### src/rtl/frame_burst_reader.sv
// Avalon-MM burst read master: streams a frame buffer from SDRAM into a pixel FIFO.
// Optional `FRAME_TAG_EN adds a start-of-frame tag bit as the MSB of data.
module frame_burst_reader #(
  parameter int unsigned ADDR_W    = 29,
  parameter int unsigned DATA_W    = 64,
  parameter int unsigned PIX_W     = 24,
  parameter int unsigned PIX_LSB   = 32,
  parameter int unsigned BURST_LEN = 255,
  parameter int unsigned FIFO_AW   = 12,
  parameter int unsigned COOLDOWN  = 127
) (
  input  logic              clk_w,
  input  logic              rst,
  input  logic [31:0]       pio_address,
  input  logic [23:0]       pio_frame_words,
  input  logic              pio_ready,
  input  logic              start,
  output logic [ADDR_W-1:0] sdram0_address,
  output logic [7:0]        sdram0_burstcount,
  output logic              sdram0_read,
  input  logic              sdram0_waitrequest,
  input  logic [DATA_W-1:0] sdram0_readdata,
  input  logic              sdram0_readdatavalid,
  input  logic [FIFO_AW-1:0] usedw,
  output logic              wrreq,
`ifdef FRAME_TAG_EN
  output logic [PIX_W:0]    data,
`else
  output logic [PIX_W-1:0]  data,
`endif
  output logic              busy,
  output logic              frame_done,
  output logic [15:0]       frame_cnt
);

`ifdef FRAME_TAG_EN
  localparam int unsigned DO_W = PIX_W + 1;
`else
  localparam int unsigned DO_W = PIX_W;
`endif
  localparam int unsigned COOL_W   = (COOLDOWN > 0) ? $clog2(COOLDOWN + 1) : 1;
  localparam int unsigned SUM_W    = FIFO_AW + 9;
  localparam int unsigned FIFO_MAX = (1 << FIFO_AW) - 1;

  typedef enum logic [2:0] {S_IDLE, S_COOL, S_LAUNCH, S_REQ, S_DATA, S_DRAIN} state_t;

  state_t              r_state, w_state_nxt;
  logic                r_ready, rr_ready, w_arm;
  logic [ADDR_W-1:0]   r_base, w_base_nxt, r_addr, w_addr_nxt, r_address, w_address_nxt;
  logic [23:0]         r_frame_words, w_fw_nxt, r_remaining, w_rem_nxt;
  logic [7:0]          r_bc, w_bc_nxt, r_cnt, w_cnt_nxt, r_burstcount, w_burstcount_nxt, w_bc;
  logic [COOL_W-1:0]   r_cool, w_cool_nxt;
  logic                r_read, w_read_nxt, r_wrreq, w_wrreq_nxt, r_busy, r_done, w_done_nxt;
  logic [DO_W-1:0]     r_data, w_data_nxt;
  logic [15:0]         r_frame_cnt, w_frame_cnt_nxt;
  logic [PIX_W-1:0]    w_pix;
  logic [SUM_W-1:0]    w_fill;
  logic                w_last, w_room, w_unused;
`ifdef FRAME_TAG_EN
  logic                r_first, w_first_nxt;
`endif

  assign w_arm    = !r_ready && pio_ready;
  assign w_bc     = (r_remaining > 24'(BURST_LEN)) ? 8'(BURST_LEN) : r_remaining[7:0];
  // Launch only when the whole burst is guaranteed to fit in the FIFO
  assign w_fill   = SUM_W'(usedw) + SUM_W'(w_bc);
  assign w_room   = w_fill < SUM_W'(FIFO_MAX);
  assign w_last   = (r_cnt == r_bc - 8'd1);
  assign w_pix    = sdram0_readdata[PIX_LSB +: PIX_W];
  assign w_unused = ^{pio_address, sdram0_readdata};

  always_comb begin
    w_state_nxt      = r_state;
    w_base_nxt       = r_base;
    w_addr_nxt       = r_addr;
    w_fw_nxt         = r_frame_words;
    w_rem_nxt        = r_remaining;
    w_bc_nxt         = r_bc;
    w_cnt_nxt        = r_cnt;
    w_cool_nxt       = r_cool;
    w_read_nxt       = r_read;
    w_address_nxt    = r_address;
    w_burstcount_nxt = r_burstcount;
    w_wrreq_nxt      = 1'b0;
    w_data_nxt       = r_data;
    w_done_nxt       = 1'b0;
    w_frame_cnt_nxt  = r_frame_cnt;
`ifdef FRAME_TAG_EN
    w_first_nxt      = r_first;
`endif
    case (r_state)
      S_IDLE: begin
        w_read_nxt = 1'b0;
        if (rr_ready && start) begin
          w_state_nxt = S_COOL;
          w_cool_nxt  = '0;
        end
      end
      S_COOL: begin
        if (!rr_ready)                           w_state_nxt = S_IDLE;
        else if (r_cool == COOL_W'(COOLDOWN))    w_state_nxt = S_LAUNCH;
        else                                     w_cool_nxt  = r_cool + COOL_W'(1);
      end
      S_LAUNCH: begin
        if (!rr_ready) begin
          w_state_nxt = S_IDLE;
        end else if (w_room) begin
          w_read_nxt       = 1'b1;
          w_address_nxt    = r_addr;
          w_burstcount_nxt = w_bc;
          w_bc_nxt         = w_bc;
          w_cnt_nxt        = 8'd0;
          w_state_nxt      = S_REQ;
        end
      end
      S_REQ: begin
        // An abort that coincides with command acceptance must still drain the burst
        if (!sdram0_waitrequest) begin
          w_read_nxt  = 1'b0;
          w_state_nxt = rr_ready ? S_DATA : S_DRAIN;
        end else if (!rr_ready) begin
          w_read_nxt  = 1'b0;
          w_state_nxt = S_IDLE;
        end
      end
      S_DATA: begin
        if (!rr_ready) begin
          if (sdram0_readdatavalid && w_last) begin
            w_state_nxt = S_IDLE;
          end else begin
            w_state_nxt = S_DRAIN;
            if (sdram0_readdatavalid) w_cnt_nxt = r_cnt + 8'd1;
          end
        end else if (sdram0_readdatavalid) begin
          w_wrreq_nxt = 1'b1;
`ifdef FRAME_TAG_EN
          w_data_nxt  = {r_first, w_pix};
          w_first_nxt = 1'b0;
`else
          w_data_nxt  = w_pix;
`endif
          if (w_last) begin
            w_state_nxt = S_COOL;
            w_cool_nxt  = '0;
            if (r_remaining == 24'(r_bc)) begin
              w_addr_nxt      = r_base;
              w_rem_nxt       = r_frame_words;
              w_done_nxt      = 1'b1;
              w_frame_cnt_nxt = r_frame_cnt + 16'd1;
`ifdef FRAME_TAG_EN
              w_first_nxt     = 1'b1;
`endif
            end else begin
              w_addr_nxt = r_addr + ADDR_W'(r_bc);
              w_rem_nxt  = r_remaining - 24'(r_bc);
            end
          end else begin
            w_cnt_nxt = r_cnt + 8'd1;
          end
        end
      end
      S_DRAIN: begin
        if (sdram0_readdatavalid) begin
          if (w_last) w_state_nxt = S_IDLE;
          else        w_cnt_nxt   = r_cnt + 8'd1;
        end
      end
      default: w_state_nxt = S_IDLE;
    endcase
    // A new arm edge reloads the frame; only DRAIN can see it without aborting
    if (w_arm) begin
      w_base_nxt = pio_address[ADDR_W-1:0];
      w_addr_nxt = pio_address[ADDR_W-1:0];
      w_fw_nxt   = pio_frame_words;
      w_rem_nxt  = pio_frame_words;
`ifdef FRAME_TAG_EN
      w_first_nxt = 1'b1;
`endif
    end
  end

  always_ff @(posedge clk_w) begin
    if (rst) begin
      r_state       <= S_IDLE;
      r_ready       <= 1'b0;
      rr_ready      <= 1'b0;
      r_base        <= '0;
      r_addr        <= '0;
      r_frame_words <= '0;
      r_remaining   <= '0;
      r_bc          <= '0;
      r_cnt         <= '0;
      r_cool        <= '0;
      r_read        <= 1'b0;
      r_address     <= '0;
      r_burstcount  <= '0;
      r_wrreq       <= 1'b0;
      r_data        <= '0;
      r_busy        <= 1'b0;
      r_done        <= 1'b0;
      r_frame_cnt   <= '0;
`ifdef FRAME_TAG_EN
      r_first       <= 1'b0;
`endif
    end else begin
      r_state       <= w_state_nxt;
      r_ready       <= pio_ready;
      rr_ready      <= r_ready;
      r_base        <= w_base_nxt;
      r_addr        <= w_addr_nxt;
      r_frame_words <= w_fw_nxt;
      r_remaining   <= w_rem_nxt;
      r_bc          <= w_bc_nxt;
      r_cnt         <= w_cnt_nxt;
      r_cool        <= w_cool_nxt;
      r_read        <= w_read_nxt;
      r_address     <= w_address_nxt;
      r_burstcount  <= w_burstcount_nxt;
      r_wrreq       <= w_wrreq_nxt;
      r_data        <= w_data_nxt;
      r_busy        <= (w_state_nxt != S_IDLE);
      r_done        <= w_done_nxt;
      r_frame_cnt   <= w_frame_cnt_nxt;
`ifdef FRAME_TAG_EN
      r_first       <= w_first_nxt;
`endif
    end
  end

  assign sdram0_address    = r_address;
  assign sdram0_burstcount = r_burstcount;
  assign sdram0_read       = r_read;
  assign wrreq             = r_wrreq;
  assign data              = r_data;
  assign busy              = r_busy;
  assign frame_done        = r_done;
  assign frame_cnt         = r_frame_cnt;

endmodule

### config.mk
export PLATFORM = sky130hd
export DESIGN_NAME = frame_burst_reader
export DESIGN_NICKNAME = d
export VERILOG_FILES = /design/src/rtl/frame_burst_reader.sv
export SDC_FILE = /design/constraint.sdc
export NUM_CORES = 1
export LEC_CHECK = 0
export CORE_MARGIN = 1
export CORE_UTILIZATION = 52
export CTS_BUF_LIST = sky130_fd_sc_hd__clkbuf_4 sky130_fd_sc_hd__clkbuf_8 sky130_fd_sc_hd__clkbuf_16
export CTS_CLUSTER_DIAMETER = 50
export DETAILED_ROUTE_END_ITERATION = 12
export GPL_TIMING_DRIVEN = 0
export PLACE_DENSITY = 0.85
export SYNTH_ARGS = -nofsm -noshare
export SYNTH_HDL_FRONTEND = slang
export SYNTH_SLANG_ARGS = --single-unit
### constraint.sdc
create_clock -name clk_w -period 5.6 [get_ports clk_w]
set_input_delay 1.68 -clock clk_w [delete_from_list [all_inputs] [get_ports clk_w]]
set_output_delay 1.68 -clock clk_w [all_outputs]
set_load 0.05 [all_outputs]
==> flow_results.xml, run 1 <==
<?xml version="1.0" encoding="UTF-8"?>
<metrics>
  <group name="floorplan">
    <metric name="design.die.area" unit="µm²">20820</metric>
    <metric name="initial_core_util" unit="%">53.58</metric>
    <metric name="top_level_ports" unit="">219</metric>
    <metric name="placementRows" unit="">51</metric>
    <metric name="die_h" unit="µm">144.3</metric>
    <metric name="coreArea" unit="µm²">19650</metric>
    <metric name="chip_width" unit="µm">144.3</metric>
  </group>
  <group name="yosys">
    <metric name="yosys.area_share.xor_xnor" unit="%">3.743</metric>
    <metric name="synth.yosys.warnings" unit="">0</metric>
    <metric name="synthFlopType" unit="">dfxtp_1</metric>
    <metric name="syn-mean-instance-area" unit="µm²">7.911</metric>
    <metric name="synth-edff-count" unit="">0</metric>
    <metric name="dominant_combinational_cell_family_by_area_after_synthesis" unit="">simple AND/OR/NAND/NOR gates</metric>
    <metric name="synth_area" unit="µm²">10530</metric>
    <metric name="synth-simple-area-share" unit="%">23.32</metric>
    <metric name="yosysUniqueCellTypes" unit="">68</metric>
    <metric name="net_count_synth" unit="">1501</metric>
    <metric name="synthMuxAreaShare" unit="%">4.515</metric>
    <metric name="asyncSetResetFlopFracSynth" unit="%">0</metric>
    <metric name="synthAdderAreaFrac" unit="%">4.016</metric>
    <metric name="number_of_storage_elements_in_the_synthesis_netlist" unit="">207</metric>
    <metric name="synth_compound_area_share" unit="%">20.96</metric>
    <metric name="synthCells" unit="">1331</metric>
    <metric name="part_of_the_yosys_area_used_for_sequential_elements" unit="%">39.35</metric>
  </group>
  <group name="setup_path">
    <metric name="required_time_of_the_worst_setup_path" unit="ns">6.00</metric>
    <metric name="timing.reg2reg.setup_slack" unit="ns">0.19</metric>
    <metric name="criticalPathCategory" unit="">flop to flop</metric>
    <metric name="setup.worst_path.start_class" unit="">flop</metric>
    <metric name="setup.worst_path.end_class" unit="">flop</metric>
    <metric name="critPathArrivalTime" unit="ns">5.80</metric>
    <metric name="path_max_fanout" unit="">10</metric>
  </group>
  <group name="detailed_routing">
    <metric name="drt_iter0_markers" unit="">1202</metric>
    <metric name="antenna_violating_nets_post_route" unit="">0</metric>
    <metric name="drt_wl_total" unit="µm">35550</metric>
    <metric name="drt-pass1-iter-count" unit="">6</metric>
    <metric name="drt_drc_violations_left" unit="">0</metric>
    <metric name="viasPerCell" unit="">6.155</metric>
    <metric name="num_vias" unit="">11180</metric>
    <metric name="routedWlPerCell" unit="µm">19.57</metric>
  </group>
  <group name="timing">
    <metric name="skew" unit="ns">0.01566</metric>
    <metric name="hold-worst-slack" unit="ns">0.4517</metric>
    <metric name="setup_viol" unit="">0</metric>
    <metric name="slew_viol_final" unit="">0</metric>
    <metric name="setup-tns-final" unit="ns">0</metric>
    <metric name="tightest_pin_transition" unit="ns">1.346</metric>
    <metric name="max_freq" unit="MHz">185.0</metric>
    <metric name="share_of_the_cycle_needed_by_the_critical_path_after_routing" unit="%">96.53</metric>
    <metric name="hold_viol" unit="">0</metric>
    <metric name="unrepaired_setup_endpoints_after_global_routing" unit="">no</metric>
    <metric name="slew_headroom" unit="%">9.666</metric>
    <metric name="layout_min_cycle_time" unit="ns">5.406</metric>
    <metric name="setup_ws" unit="ns">0.1941</metric>
  </group>
  <group name="layout">
    <metric name="nets" unit="">1702</metric>
    <metric name="final_common_cell" unit="">nand2_1</metric>
    <metric name="drive_gt1_share" unit="%">5.222</metric>
    <metric name="antenna-diode-count" unit="">0</metric>
    <metric name="finish.instance_area" unit="µm²">13500</metric>
    <metric name="layout_common_cells" unit="">nand2_1, dfxtp_1, clkdlybuf4s50_1, a21oi_1, nor2_1</metric>
    <metric name="final.fill_count" unit="">1593</metric>
    <metric name="area_growth_syn_to_layout" unit="%">28.22</metric>
  </group>
  <group name="cts">
    <metric name="cts_htree_levels" unit="">1</metric>
    <metric name="worst_skew_pair.late_latency" unit="ns">0.54</metric>
    <metric name="hold_buffers" unit="">0</metric>
    <metric name="cts_root_buf" unit="">clkbuf_16</metric>
    <metric name="tritoncts" unit="">yes</metric>
    <metric name="cts-root-to-sink-buffers" unit="">3</metric>
    <metric name="cts.reportedPaths.clkPinSlew" unit="ns">0.06</metric>
    <metric name="cts_resized" unit="">0</metric>
    <metric name="postCtsSetupBuffers" unit="">0</metric>
    <metric name="number_of_clock_sinks_seen_by_cts" unit="">207</metric>
    <metric name="tritoncts.num_buffers" unit="">25</metric>
  </group>
  <group name="hold_path">
    <metric name="worstHoldPathType" unit="">flop to flop</metric>
  </group>
  <group name="global_route">
    <metric name="globalRoute.totalOverflow" unit="">0</metric>
    <metric name="grt_antenna_before_repair" unit="">0</metric>
    <metric name="grt_util_met3" unit="%">7.219</metric>
    <metric name="top_usage_layer" unit="">met2</metric>
    <metric name="grt_first_pass_wirelength" unit="µm">54630</metric>
    <metric name="grt_start_max_net_pins" unit="">15</metric>
    <metric name="use_met1" unit="%">43.29</metric>
    <metric name="grtUsageTotal" unit="%">34.11</metric>
    <metric name="grt.met2_usage" unit="%">54.30</metric>
    <metric name="first_global_vias" unit="">10340</metric>
  </group>
  <group name="place">
    <metric name="port_buffers" unit="">174</metric>
    <metric name="dpl.hpwl" unit="µm">25140</metric>
    <metric name="dpl_worst_slack" unit="ns">0.1473</metric>
    <metric name="detailed_place.area" unit="µm²">12600</metric>
    <metric name="gp_weighted_congestion" unit="">0.9830</metric>
  </group>
  <group name="flow_run">
    <metric name="maxCapViolCount" unit="">0</metric>
  </group>
  <group name="power_and_ir_drop">
    <metric name="power.static_leakage" unit="nW">4.768</metric>
    <metric name="ir_worst_vdd" unit="mV">0.2629</metric>
    <metric name="power.density_cell_area" unit="nW/µm²">284.1</metric>
    <metric name="totalPowerFinal" unit="W">0.003837</metric>
  </group>
  <group name="run_status">
    <metric name="status" unit="">completed</metric>
  </group>
</metrics>
-- sequential cells by signal, indices dropped and copies added (netlist names) --
register / cells
r_addr: 29
r_base: 29
sdram0_address: 29
data: 24
r_frame_words: 24
r_remaining: 24
frame_cnt: 16
r_cnt: 8
sdram0_burstcount: 8
r_cool: 7
r_state: 3
busy: 1
frame_done: 1
r_ready: 1
rr_ready: 1
sdram0_read: 1
wrreq: 1
-- kinds of logic after synthesis --
kind of cell / after synthesis
xor+xnor: 45
fa+ha+maj: 32
simple gates: 533
compound gates: 358
buf+inv: 110
mux: 46
flops: 207
-- path summary, 6_finish.rpt --
check,from,end,cells past startpoint
max,r_remaining[11],sdram0_address[2],16
min,data[20],data[20],2
max reg2reg,r_remaining[11],sdram0_address[2],16
min reg2reg,data[20],data[20],2
-- per-stage QoR --
| step | utilization, % | std cells |
|---|---|---|
| after floorplan | - | 1331 |
| after global placement | 64.13 | 1770 |
| after detailed placement | 64.13 | 1770 |
| after CTS | 68.68 | 1816 |
| after global routing | 68.70 | 1816 |
| final | 68.70 | 1816 |
-- metal layers --
layer	part of all wire [%]	vias to the layer above
met3	12	145
li1	-	5130
met4	5.3	0
met5	0	-
met2	45	699
met1	38	5203
-- report_power, final --
group / internal [W] / switching, W / leakage [nW]
clock network: 0.00105 / 0.000689 / 0.432
registers: 0.00152 / 0.0000429 / 1.68
logic: 0.000211 / 0.000318 / 2.65
-- critical path, cell delays in order (launching register included) --
cell and delay [ns]:
dfxtp_1 0.38, or4_4 0.58, or4_1 0.46, buf_2 0.20, or3_1 0.34, clkbuf_1 0.21
or2_2 0.37, ha_1 0.37, a21o_1 0.20, a21o_1 0.18, a211o_1 0.30, o2111ai_1 0.17
and3_1 0.17, clkbuf_1 0.38, buf_1 0.63, mux2i_1 0.27, nor2_1 0.07
-- cells in the mapped netlist, types with 24 or more instances --
library cell,number,share of area (%)
nand2_1,237,8.4
dfxtp_1,207,39
a21oi_1,158,7.5
nor2_1,123,4.4
clkbuf_1,74,2.6
o21ai_0,56,2.7
mux2i_1,43,4.1
o211ai_1,33,2.4
ha_1,29,3.4
nand3_1,28,1.3
inv_1,25,0.89
xnor2_1,24,2.0
-- final cells by class --
cell class / count / area, µm² / share of cell area (%)
tap: 265 / 331.6 / 2.456
clock inverter: 17 / 226.5 / 1.677
inverter: 25 / 93.84 / 0.6950
sequential: 207 / 4144 / 30.69
clock buffer: 29 / 668.1 / 4.949
buffer: 85 / 340.3 / 2.521
timing repair buffer: 174 / 1742 / 12.90
multi-input combinational: 1014 / 5956 / 44.11
No activity file was read; power rests on OpenSTA's default activity.
==> run 2: changes to the inputs <==
--- a/config.mk
+++ b/config.mk
@@ -6,12 +6,13 @@
 export NUM_CORES = 1
 export LEC_CHECK = 0
 export CORE_MARGIN = 1
-export CORE_UTILIZATION = 52
+export CORE_UTILIZATION = 45
 export CTS_BUF_LIST = sky130_fd_sc_hd__clkbuf_4 sky130_fd_sc_hd__clkbuf_8 sky130_fd_sc_hd__clkbuf_16
 export CTS_CLUSTER_DIAMETER = 50
 export DETAILED_ROUTE_END_ITERATION = 12
 export GPL_TIMING_DRIVEN = 0
-export PLACE_DENSITY = 0.85
+export PLACE_DENSITY = 0.76
+export SLEW_MARGIN = 15
 export SYNTH_ARGS = -nofsm -noshare
 export SYNTH_HDL_FRONTEND = slang
 export SYNTH_SLANG_ARGS = --single-unit
==> flow_results.xml, run 2 (synthesis results as in run 1) <==
<?xml version="1.0" encoding="UTF-8"?>
<metrics>
  <group name="detailed_routing">
    <metric name="num_vias" unit="">10880</metric>
    <metric name="route.top_layer_used" unit="">met4</metric>
    <metric name="drt_wl_total" unit="µm">35290</metric>
    <metric name="detail_route.wirelength.met1" unit="µm">14580</metric>
    <metric name="routedWlPerCell" unit="µm">18.86</metric>
    <metric name="drt-pass1-iter-count" unit="">5</metric>
    <metric name="drt_drc_violations_left" unit="">0</metric>
    <metric name="drt_iter0_markers" unit="">1139</metric>
    <metric name="antenna_violating_nets_post_route" unit="">0</metric>
    <metric name="met3_length" unit="µm">3499</metric>
    <metric name="metal2_wl" unit="µm">15820</metric>
    <metric name="viasPerCell" unit="">5.814</metric>
  </group>
  <group name="timing">
    <metric name="tightest_pin_transition" unit="ns">1.201</metric>
    <metric name="share_of_the_cycle_needed_by_the_critical_path_after_routing" unit="%">95.21</metric>
    <metric name="unrepaired_setup_endpoints_after_global_routing" unit="">no</metric>
    <metric name="setup-tns-final" unit="ns">0</metric>
    <metric name="setup_ws" unit="ns">0.2685</metric>
    <metric name="slew_headroom" unit="%">19.28</metric>
    <metric name="setup_viol" unit="">0</metric>
    <metric name="skew" unit="ns">0.01186</metric>
    <metric name="slew_viol_final" unit="">0</metric>
    <metric name="hold_viol" unit="">0</metric>
    <metric name="max_freq" unit="MHz">187.6</metric>
    <metric name="layout_min_cycle_time" unit="ns">5.331</metric>
  </group>
  <group name="global_route">
    <metric name="first_global_vias" unit="">10050</metric>
    <metric name="globalRoute.totalOverflow" unit="">0</metric>
    <metric name="grt_start_max_net_pins" unit="">15</metric>
    <metric name="grt_first_pass_wirelength" unit="µm">55280</metric>
    <metric name="grt_antenna_before_repair" unit="">0</metric>
    <metric name="grtUsageTotal" unit="%">29.21</metric>
  </group>
  <group name="setup_path">
    <metric name="critPathArrivalTime" unit="ns">5.76</metric>
    <metric name="criticalPathCategory" unit="">flop to flop</metric>
    <metric name="reg2regPathDepth" unit="">16</metric>
    <metric name="path_max_fanout" unit="">9</metric>
    <metric name="crit_path_cell_trace" unit="">or4_4, or4_1, buf_2, or3_1, clkbuf_1, or2_2, ha_1, or2_2, and3_1, o311ai_0, o2111ai_1, and3_1, clkbuf_1, nor4_1, a221oi_1, or3_1</metric>
    <metric name="timing.critical_path.slowest_stage_cell" unit="">or4_4</metric>
    <metric name="timing.rr.end" unit="">busy</metric>
    <metric name="critical-path-max-stage-delay" unit="ns">0.58</metric>
    <metric name="setup.worst_path.end_class" unit="">flop</metric>
    <metric name="critical_path.reg2reg.startpoint" unit="">r_remaining[11]</metric>
    <metric name="setup.worst_path.start_class" unit="">flop</metric>
    <metric name="timing.reg2reg.setup_slack" unit="ns">0.27</metric>
    <metric name="required_time_of_the_worst_setup_path" unit="ns">6.02</metric>
  </group>
  <group name="cts">
    <metric name="hold_buffers" unit="">0</metric>
    <metric name="cts.reportedPaths.clkPinSlew" unit="ns">0.06</metric>
    <metric name="tritoncts.num_buffers" unit="">29</metric>
    <metric name="tritoncts" unit="">yes</metric>
    <metric name="cts_root_buf" unit="">clkbuf_16</metric>
    <metric name="cts-root-to-sink-buffers" unit="">3</metric>
    <metric name="cts_htree_levels" unit="">1</metric>
    <metric name="worst_skew_pair.late_latency" unit="ns">0.55</metric>
    <metric name="number_of_clock_sinks_seen_by_cts" unit="">207</metric>
  </group>
  <group name="power_and_ir_drop">
    <metric name="power.share.combinational" unit="%">13.6</metric>
    <metric name="power.switching" unit="W">0.001095</metric>
    <metric name="power.density_cell_area" unit="nW/µm²">284.9</metric>
    <metric name="power.share.switching" unit="%">28.23</metric>
    <metric name="clkPwrFrac" unit="%">46.1</metric>
    <metric name="ir_worst_vdd" unit="mV">0.1964</metric>
    <metric name="p_int" unit="W">0.002785</metric>
    <metric name="totalPowerFinal" unit="W">0.003880</metric>
    <metric name="power.static_leakage" unit="nW">4.799</metric>
    <metric name="share_seq_of_total_power" unit="%">40.3</metric>
  </group>
  <group name="layout">
    <metric name="nets" unit="">1706</metric>
    <metric name="layout_common_cells" unit="">nand2_1, dfxtp_1, clkdlybuf4s50_1, a21oi_1, nor2_1</metric>
    <metric name="area_growth_syn_to_layout" unit="%">29.35</metric>
    <metric name="final.fill_count" unit="">2016</metric>
    <metric name="drive_gt1_share" unit="%">5.777</metric>
    <metric name="antenna-diode-count" unit="">0</metric>
    <metric name="final_common_cell" unit="">nand2_1</metric>
  </group>
  <group name="floorplan">
    <metric name="placementRows" unit="">55</metric>
    <metric name="die_h" unit="µm">155.0</metric>
    <metric name="coreArea" unit="µm²">22780</metric>
    <metric name="design.die.area" unit="µm²">24020</metric>
    <metric name="initial_core_util" unit="%">46.23</metric>
    <metric name="top_level_ports" unit="">219</metric>
    <metric name="chip_width" unit="µm">155.0</metric>
  </group>
  <group name="hold_path">
    <metric name="hold-path-endpoint" unit="">r_frame_words[21]</metric>
    <metric name="worstHoldPathType" unit="">flop to flop</metric>
    <metric name="worst_hold_startpoint" unit="">r_frame_words[21]</metric>
    <metric name="hold_depth" unit="">2</metric>
  </group>
  <group name="flow_run">
    <metric name="maxCapViolCount" unit="">0</metric>
  </group>
  <group name="place">
    <metric name="gp_weighted_congestion" unit="">0.9511</metric>
    <metric name="dpl_worst_slack" unit="ns">0.2213</metric>
    <metric name="dpl.hpwl" unit="µm">25130</metric>
    <metric name="port_buffers" unit="">174</metric>
  </group>
  <group name="run_status">
    <metric name="status" unit="">completed</metric>
  </group>
</metrics>
==> run 2: worst max path at each step <==
stage | start | slack, ns | endpoint | cells after the start
2_1_floorplan | r_remaining[11] | 0.97 | busy | 16
3_3_place_gp | r_remaining[11] | 0.28 | sdram0_address[22] | 17
3_5_place_dp | r_remaining[11] | 0.22 | sdram0_address[16] | 16
4_1_cts | r_remaining[11] | 0.18 | sdram0_address[15] | 16
5_1_grt | r_remaining[11] | 0.05 | busy | 16
6_report | r_remaining[11] | 0.27 | busy | 16
==> run 2: what timing repair did <==
action	4_1_cts	5_1_grt
resized for setup	0	6
setup endpoints to repair	0	37
endpoints found under the hold margin	0	0
buffers inserted	0	0
==> run 2: worst max-delay path, delay by kind of cell (launching register included) <==
family,cells,cell delay [ns]
buffers and inverters,3,0.62
and+or+nand+nor,9,3.12
AOI/OAI and AO/OA,3,0.76
adders and majority gates,1,0.32
DFF,1,0.37
==> run 2: area by class of cell <==
class	instances	area (µm²)	share of cell area, %
Inverter	25	93.84	0.6890
Tap cell	313	391.6	2.875
Clock inverter	18	168.9	1.240
Timing Repair Buffer	174	1742	12.79
Multi-Input combinational cell	1014	5962	43.77
Clock buffer	35	777.0	5.705
Buffer	85	341.6	2.508
Sequential cell	207	4144	30.42
==> run 2: metal layers <==
metal	vias to the layer above	GRT usage, %
li1	5138	-
met1	5023	38.85
met2	605	46.80
met3	112	4.735
met4	0	12.54
met5	-	0
==> run 2: stage by stage <==
stage	cell area [µm²]	utilization [%]	cells	hold slack, ns
2_1_floorplan	10530	-	1331	0.4325
3_3_place_gp	12660	55.59	1818	0.4415
3_5_place_dp	12670	55.62	1818	0.4452
4_1_cts	13620	59.77	1871	0.4531
5_1_grt	13620	59.80	1871	0.4681
6_report	13620	59.80	1871	0.4488
==> run 2: power by group through the flow <==
stage | Combinational (W) | Sequential, W | Clock [W]
after floorplan | 0.000319 | 0.00158 | 0
after detailed placement | 0.000508 | 0.00159 | 0
after CTS | 0.000513 | 0.00156 | 0.00180
final | 0.000527 | 0.00156 | 0.00179
after global placement | 0.000501 | 0.00159 | 0
after global routing | 0.000571 | 0.00157 | 0.00188
==> run 3: changes to the inputs <==
--- a/config.mk
+++ b/config.mk
@@ -12,7 +12,8 @@
 export DETAILED_ROUTE_END_ITERATION = 12
 export GPL_TIMING_DRIVEN = 0
 export PLACE_DENSITY = 0.76
-export SLEW_MARGIN = 15
+export SLEW_MARGIN = 0
 export SYNTH_ARGS = -nofsm -noshare
 export SYNTH_HDL_FRONTEND = slang
 export SYNTH_SLANG_ARGS = --single-unit
+export TNS_END_PERCENT = 30
==> flow_results.xml, run 3 (synthesis results as in run 1) <==
<?xml version="1.0" encoding="UTF-8"?>
<metrics>
  <group name="place">
    <metric name="port_buffers" unit="">174</metric>
    <metric name="dpl.hpwl" unit="µm">25140</metric>
    <metric name="gp_weighted_congestion" unit="">0.9511</metric>
    <metric name="detailed_place.area" unit="µm²">12660</metric>
  </group>
  <group name="floorplan">
    <metric name="chip_width" unit="µm">155.0</metric>
    <metric name="die_h" unit="µm">155.0</metric>
    <metric name="top_level_ports" unit="">219</metric>
    <metric name="coreArea" unit="µm²">22780</metric>
    <metric name="placementRows" unit="">55</metric>
    <metric name="initial_core_util" unit="%">46.23</metric>
    <metric name="design.die.area" unit="µm²">24020</metric>
  </group>
  <group name="power_and_ir_drop">
    <metric name="totalPowerFinal" unit="W">0.003858</metric>
    <metric name="power.density_cell_area" unit="nW/µm²">284.0</metric>
    <metric name="ir_worst_vdd" unit="mV">0.2058</metric>
    <metric name="power.static_leakage" unit="nW">4.783</metric>
  </group>
  <group name="timing">
    <metric name="setup-tns-final" unit="ns">0</metric>
    <metric name="skew" unit="ns">0.02917</metric>
    <metric name="max_freq" unit="MHz">186.8</metric>
    <metric name="share_of_the_cycle_needed_by_the_critical_path_after_routing" unit="%">95.58</metric>
    <metric name="setup_viol" unit="">0</metric>
    <metric name="layout_min_cycle_time" unit="ns">5.352</metric>
    <metric name="hold_viol" unit="">0</metric>
    <metric name="tightest_pin_transition" unit="ns">1.577</metric>
    <metric name="unrepaired_setup_endpoints_after_global_routing" unit="">no</metric>
    <metric name="slew_viol_final" unit="">9</metric>
    <metric name="slew_headroom" unit="%">-5.820</metric>
    <metric name="hold-worst-slack" unit="ns">0.4491</metric>
  </group>
  <group name="global_route">
    <metric name="globalRoute.totalOverflow" unit="">0</metric>
    <metric name="grt_start_max_net_pins" unit="">14</metric>
    <metric name="grt_util_met3" unit="%">4.930</metric>
    <metric name="grtUsageTotal" unit="%">28.91</metric>
    <metric name="grt_antenna_before_repair" unit="">0</metric>
    <metric name="use_met1" unit="%">38.46</metric>
    <metric name="grt_first_pass_wirelength" unit="µm">54550</metric>
    <metric name="first_global_vias" unit="">9975</metric>
    <metric name="top_usage_layer" unit="">met2</metric>
    <metric name="grt.met2_usage" unit="%">46.14</metric>
  </group>
  <group name="setup_path">
    <metric name="setup.worst_path.end_class" unit="">flop</metric>
    <metric name="setup.worst_path.start_class" unit="">flop</metric>
    <metric name="critPathArrivalTime" unit="ns">5.76</metric>
    <metric name="required_time_of_the_worst_setup_path" unit="ns">6.00</metric>
    <metric name="criticalPathCategory" unit="">flop to flop</metric>
    <metric name="path_max_fanout" unit="">9</metric>
  </group>
  <group name="detailed_routing">
    <metric name="num_vias" unit="">10930</metric>
    <metric name="drt_iter0_markers" unit="">1160</metric>
    <metric name="viasPerCell" unit="">5.865</metric>
    <metric name="drt_drc_violations_left" unit="">0</metric>
    <metric name="drt-pass1-iter-count" unit="">5</metric>
    <metric name="drt_wl_total" unit="µm">35350</metric>
    <metric name="antenna_violating_nets_post_route" unit="">0</metric>
    <metric name="routedWlPerCell" unit="µm">18.97</metric>
  </group>
  <group name="cts">
    <metric name="cts_root_buf" unit="">clkbuf_16</metric>
    <metric name="cts_htree_levels" unit="">1</metric>
    <metric name="cts.reportedPaths.clkPinSlew" unit="ns">0.06</metric>
    <metric name="cts-root-to-sink-buffers" unit="">3</metric>
    <metric name="tritoncts" unit="">yes</metric>
    <metric name="number_of_clock_sinks_seen_by_cts" unit="">207</metric>
    <metric name="worst_skew_pair.late_latency" unit="ns">0.55</metric>
    <metric name="tritoncts.num_buffers" unit="">26</metric>
  </group>
  <group name="layout">
    <metric name="multiInputGateArea" unit="µm²">5956</metric>
    <metric name="final.fill_count" unit="">2026</metric>
    <metric name="drive_gt1_share" unit="%">5.287</metric>
    <metric name="nets" unit="">1703</metric>
    <metric name="regArea" unit="µm²">4144</metric>
    <metric name="antenna-diode-count" unit="">0</metric>
    <metric name="finish.instance_area" unit="µm²">13590</metric>
    <metric name="area_growth_syn_to_layout" unit="%">29.02</metric>
    <metric name="layout_common_cells" unit="">nand2_1, dfxtp_1, clkdlybuf4s50_1, a21oi_1, nor2_1</metric>
    <metric name="final_common_cell" unit="">nand2_1</metric>
    <metric name="postLayoutCoreUtil" unit="%">59.64</metric>
  </group>
  <group name="run_status">
    <metric name="status" unit="">finished, violations left</metric>
    <metric name="violations" unit="">capacitance limit, slew limit</metric>
  </group>
  <group name="hold_path">
    <metric name="worstHoldPathType" unit="">flop to flop</metric>
  </group>
  <group name="flow_run">
    <metric name="maxCapViolCount" unit="">1</metric>
  </group>
</metrics>
[run 3: cell types whose count changed in the layout (fill, tap and decap cells not counted), sizes merged]
cell      before  now
clkbuf       112  111
clkinvlp       4    3
bufinv         1    3
inv           31   26
clkinv         7    5
[run 3: area by class of cell]
type / count / share of cell area, %
Buffer: 85 / 2.514
Clock buffer: 34 / 5.507
Clock inverter: 12 / 1.243
Inverter: 25 / 0.6907
Multi-Input combinational cell: 1014 / 43.84
Sequential cell: 207 / 30.50
Tap cell: 313 / 2.883
Timing Repair Buffer: 174 / 12.82
[run 3: worst paths after layout]
kind	start	end	slack (ns)	depth (start not counted)
setup / recovery	r_remaining[11]	busy	0.25	16
hold / removal	r_frame_words[21]	r_frame_words[21]	0.45	2
setup reg to reg	r_remaining[11]	busy	0.25	16
hold reg to reg	r_frame_words[21]	r_frame_words[21]	0.45	2
[run 3: what timing repair did]
| item | 4_1_cts | 5_1_grt |
|---|---|---|
| endpoints found under the setup margin | 0 | 29 |
| gates resized for setup | 0 | 7 |
| setup buffers | 0 | 0 |
| hold buffers | 0 | 0 |
| endpoints found under the hold margin | 0 | 0 |
[run 3: worst max-delay path, stage by stage, from the launching register on]
cell and delay (ns):
dfxtp_1 0.38, or4_4 0.59, or4_1 0.40, buf_2 0.19, or3_1 0.34, clkbuf_1 0.20, or2_2 0.34, ha_1 0.32
or2_2 0.33, and3_1 0.20, o311ai_0 0.45, o2111ai_1 0.17, and3_1 0.19, clkbuf_1 0.21, nor4_1 0.39, a221oi_1 0.15
or3_1 0.38
[run 3: metal layers]
layer	routed length, µm	vias up
li1	-	5132
met1	14760	5049
met4	1537	0
met2	15440	635
met5	0	-
met3	3614	116
[run 3: stage by stage]
stage | setup WS [ns] | std cells
floorplan | 0.9724 | 1331
detailed placement | 0.2234 | 1818
finish | 0.2476 | 1864
global placement | 0.2800 | 1818
global route | 0.01398 | 1864
CTS | 0.2230 | 1864
[run 3: report_power, final]
part           switching (W)  internal [W]  leakage (nW)  total, W
logic               0.000319      0.000211          2.66  0.000529
clock network       0.000682       0.00108         0.443   0.00177
registers          0.0000428       0.00152          1.68   0.00156
total                0.00104       0.00281          4.78   0.00386
